<file path="config.mk">
export PLATFORM = sky130hd
export DESIGN_NAME = alu_mul_seq
export DESIGN_NICKNAME = d
export VERILOG_FILES = /design/src/rtl/alu_mul_seq.sv
export SDC_FILE = /design/constraint.sdc
export NUM_CORES = 1
export LEC_CHECK = 0
export CAP_MARGIN = 20
export CORE_MARGIN = 2
export CORE_UTILIZATION = 51
export DETAILED_ROUTE_END_ITERATION = 8
export PLACE_DENSITY = 0.89
export SYNTH_ARGS = -nofsm -noshare
export SYNTH_HDL_FRONTEND = slang
export SYNTH_SLANG_ARGS = --single-unit
</file>
<file path="constraint.sdc">
create_clock -name clk -period 4.7 [get_ports clk]
set_clock_uncertainty 0.1 [all_clocks]
set_input_delay 0.94 -clock clk [delete_from_list [all_inputs] [get_ports clk]]
set_output_delay 0.94 -clock clk [all_outputs]
set_load 0.01 [all_outputs]
</file>
<file path="src/rtl/alu_mul_seq.sv">
// Sequential shift-add multiplier (32x32 -> low 32) that borrows the shared ALU.
// Optional MUL_EARLY_TERM_EN: finish as soon as the remaining multiplier is zero.
module alu_mul_seq #(
    parameter int unsigned ITERS  = 32,
    parameter logic [5:0]  OP_ADD = 6'h20,
    parameter logic [5:0]  OP_SLL = 6'h04,
    parameter logic [5:0]  OP_SRL = 6'h06
) (
    input  logic        clk,
    input  logic        rst,
    input  logic        start,
    input  logic [31:0] op_a,
    input  logic [31:0] op_b,
    output logic        ready,
    output logic        busy,
    output logic        done,
    output logic [31:0] result,
    output logic [31:0] alu_a,
    output logic [31:0] alu_b,
    output logic [5:0]  alu_opcode,
    input  logic [31:0] alu_out
);

    localparam int unsigned W  = 32;
    localparam int unsigned CW = 6;

    typedef enum logic [2:0] {
        IDLE  = 3'd0,
        CHECK = 3'd1,
        ADD   = 3'd2,
        SHL   = 3'd3,
        SHR   = 3'd4,
        DONE  = 3'd5
    } state_t;

    state_t          state, state_n;
    logic [W-1:0]    acc, acc_n;
    logic [W-1:0]    mcand, mcand_n;
    logic [W-1:0]    mplier, mplier_n;
    logic [CW-1:0]   cnt, cnt_n;
    logic [W-1:0]    result_n;
    logic            finish_c;

    // Loop exit condition; early termination stops once no multiplier bits remain
`ifdef MUL_EARLY_TERM_EN
    assign finish_c = (cnt == CW'(ITERS)) || (mplier == '0);
`else
    assign finish_c = (cnt == CW'(ITERS));
`endif

    // Next-state, datapath updates and ALU steering
    always_comb begin
        state_n    = state;
        acc_n      = acc;
        mcand_n    = mcand;
        mplier_n   = mplier;
        cnt_n      = cnt;
        result_n   = result;
        alu_a      = '0;
        alu_b      = '0;
        alu_opcode = OP_ADD;

        case (state)
            IDLE: begin
                if (start) begin
                    mcand_n  = op_a;
                    mplier_n = op_b;
                    acc_n    = '0;
                    cnt_n    = '0;
                    state_n  = CHECK;
                end
            end
            CHECK: begin
                if (finish_c) begin
                    result_n = acc;
                    state_n  = DONE;
                end else if (mplier[0]) begin
                    state_n = ADD;
                end else begin
                    state_n = SHL;
                end
            end
            ADD: begin
                alu_a      = acc;
                alu_b      = mcand;
                alu_opcode = OP_ADD;
                acc_n      = alu_out;
                state_n    = SHL;
            end
            SHL: begin
                alu_a      = mcand;
                alu_b      = W'(1);
                alu_opcode = OP_SLL;
                mcand_n    = alu_out;
                state_n    = SHR;
            end
            SHR: begin
                alu_a      = mplier;
                alu_b      = W'(1);
                alu_opcode = OP_SRL;
                mplier_n   = alu_out;
                cnt_n      = cnt + CW'(1);
                state_n    = CHECK;
            end
            DONE: begin
                state_n = IDLE;
            end
            default: begin
                state_n = IDLE;
            end
        endcase
    end

    // State and datapath registers; handshake flags follow the next state
    always_ff @(posedge clk) begin
        if (rst) begin
            state  <= IDLE;
            acc    <= '0;
            mcand  <= '0;
            mplier <= '0;
            cnt    <= '0;
            result <= '0;
            ready  <= 1'b1;
            busy   <= 1'b0;
            done   <= 1'b0;
        end else begin
            state  <= state_n;
            acc    <= acc_n;
            mcand  <= mcand_n;
            mplier <= mplier_n;
            cnt    <= cnt_n;
            result <= result_n;
            ready  <= (state_n == IDLE);
            busy   <= (state_n != IDLE);
            done   <= (state_n == DONE);
        end
    end

endmodule

</file>
==> impl_metrics.ini <==
[synth]
synth_cell_types = 44
ys.warnings.count = 0
synth_flop_cell = dfxtp_1
ys_seq_elements = 140
synthCells = 883
synth_top_area_cell = dfxtp_1
syn_area_per_cell_um2 = 7.76
yosys-top-cells-area = dfxtp_1 41%, a21oi_1 7.4%, nand2_1 7.3%
synthArstFlopShare = 0
synth_top_area_share = 0.409
ys_seq_area_frac = 0.409
syn-cell-area_um2 = 6850
synth_edf_count = 0

[clock_network]
clockBufferDepth = 2
postCtsSetupBuffers = 0
ctsResizeCount = 0
cts_root_buffer = clkbuf_16
cts_buffers = 17
insertion_delay_ps = 430
ctsHoldBuffers = 0
htree_num_levels = 4
clkTransAtPathRegs_ps = 60
cts_tree = done
numClockSinks = 140

[critical_path]
crit_path_max_incr_delay_ps = 680
crit_family = buffers and inverters
worstPathCellList = nor2b_2 -> buf_4 -> and2_1 -> buf_4 -> o2bb2ai_1 -> clkdlybuf4s50_1
crit_slowest_cell = dfxtp_1
crit_type = flop to primary output
critPathArrivalTime_ps = 2850
timing.rr.start = state[0]
critPathLaunchType = flop
r2r_cells = 4
rr_endpoint = mcand[25]
worstPathBufferInverterCount = 3
worstPathRequired_ps = 3660
critPathMaxFanout = 20
crit_top_cell = buf_4
critPathCaptureType = primary output
r2r_setup_slack_ps = 1780

[timing]
fin_crit_sh = 0.827
fmax_mhz = 257
final-hold-violation-count = 0
setup_viol = 0
slew_headroom = 0.310
period_needed_ps = 3890
grt_setup_unrepaired = false
tightestPinTransition_ps = 1030
fin_setup_tns_ps = 0
final.setup.worst_slack_ps = 814
final_max_slew_viol_count = 0

[layout]
drive_above_1_share = 0.0648
fin_area_um2 = 9420
fin_util = 0.714
nets = 1122
final_cells = 1210
n_antenna_cell = 0
area_delta_synth_final_pct = 37.4

[power_and_ir_drop]
p_clk_frac = 0.348
p_comb_frac = 0.249
peakVddDrop_mv = 0.326
internal_power_mw = 2.44
power_frac_seq = 0.404
power_density_nw_per_um2 = 388
p_sw_frac = 0.333
power_leakage_nw = 3.14
p_sw_mw = 1.22

[worst_hold_path]
worst_hold_path_type = flop to flop
min_to = result[18]
hp-start = result[18]
whs_path_depth = 2

[route]
wirelength_um = 22400
firstDrtPassIters = 6
wire_per_inst_um = 18.5
first_iter_violations = 908
vias = 7308
drt-vias-per-instance = 6.04
ant_nets = 0
remaining_drc_errors = 0

[placed_design]
gp_congestion = 0.897
dp_cells = 1178
hpwl_um = 14300
dp_slack_ps = 1280
portBuffers = 200
placed_cell_area_um2 = 8850

[status]
status = complete, no violations

[global_route]
grtUsageTotal = 0.312
grt_pass1_vias = 7040
antenna_found_initial = 0
grt_pass1_wl_um = 35700
grt-ovfl-total = 0
grt_start_max_net_pins = 83

[floorplan]
initial_core_util = 0.520
io_pins = 204
dieArea_um2 = 14400
die_width_um = 120
core_um2 = 13200
num_rows = 42
die_h_um = 120

[flow_run]
max-cap-violations = 0
==> per-layer routing <==
metal	global-route usage	wire, um	vias up
met5	0	0	-
met3	0.0760	2360	51
li1	-	-	3419
met4	0.141	574	0
met1	0.414	9080	3444
met2	0.481	10400	394
==> cells in the final DEF, fill, tap and decap left out, types with 5 or more instances in the layout <==
cell type	instances
dfxtp_1	138
a22oi_1	32
and2_1	32
a21o_1	32
a21oi_1	101
o21ai_0	56
clkinv_2	7
nand3b_1	33
nand3_1	67
nand2_1	133
clkdlybuf4s50_1	199
buf_4	19
a311oi_1	32
inv_1	5
nor2_1	37
o21ai_1	14
o2bb2ai_1	32
clkbuf_16	17
==> cell usage after synthesis, types with 10 or more instances <==
| cell | instances |
|---|---|
| clkbuf_1 | 82 |
| o21ai_0 | 56 |
| dfxtp_1 | 140 |
| a311oi_1 | 32 |
| and2_1 | 32 |
| nand3_1 | 67 |
| buf_2 | 10 |
| a21o_1 | 32 |
| nand3b_1 | 33 |
| o21ai_1 | 14 |
| a22oi_1 | 32 |
| nor2_1 | 38 |
| o2bb2ai_1 | 32 |
| nand2_1 | 133 |
| a21oi_1 | 101 |
==> cells by family (layout without fill, tap and decap cells) <==
group,after synthesis,after routing,share of synthesized area
and+or+nand+nor,327,327,0.238
AOI/OAI and AO/OA,307,307,0.286
DFF,140,140,0.409
buffers and inverters,106,255,0.0626
adders and majority gates,2,2,0.00365
other,1,3,0.000547
==> flip-flops by register name, indices dropped and copies added (netlist names) <==
signal and cells:
ready 1, state 3, acc 32, done 1, busy 1, mcand 32, cnt 6, mplier 32
result 32
==> final cells by class <==
class                           count  area [um^2]
Clock buffer                       20          467
Clock inverter                     12         96.3
Fill cell                        1015         3770
Inverter                            5         18.8
Multi-Input combinational cell    639         3680
Sequential cell                   140         2810
Tap cell                          176          220
Timing Repair Buffer              218         2130
==> stage by stage <==
stage | power [mW] | hold WS (ps)
3_3_place_gp | 2.36 | 361
5_1_grt | 3.81 | 390
2_1_floorplan | 2.02 | 354
3_5_place_dp | 2.39 | 366
4_1_cts | 3.64 | 374
6_report | 3.66 | 374
==> power by group through the flow <==
stage          Clock, mW  Combinational, mW  Sequential (mW)
2_1_floorplan          0              0.611             1.41
3_3_place_gp           0              0.875             1.49
3_5_place_dp           0              0.895             1.49
4_1_cts             1.27              0.900             1.47
5_1_grt             1.33              0.986             1.50
6_report            1.27              0.911             1.48
==> worst max-delay path by stage <==
stage,startpoint,to,slack [ps],depth (start not counted)
floorplan,state[2],alu_a[10],2170,7
global placement,state[1],alu_a[0],1310,6
detailed placement,state[1],alu_a[0],1280,6
CTS,state[1],alu_a[0],820,6
global route,state[1],alu_a[0],680,6
finish,state[1],alu_a[0],810,6
==> worst min-delay path: stages (launching register included) <==
cell	delay [ps]
dfxtp_1	300
o21ai_0	60
a21oi_1	60
Note: power is estimated with default switching activity, not from simulation.
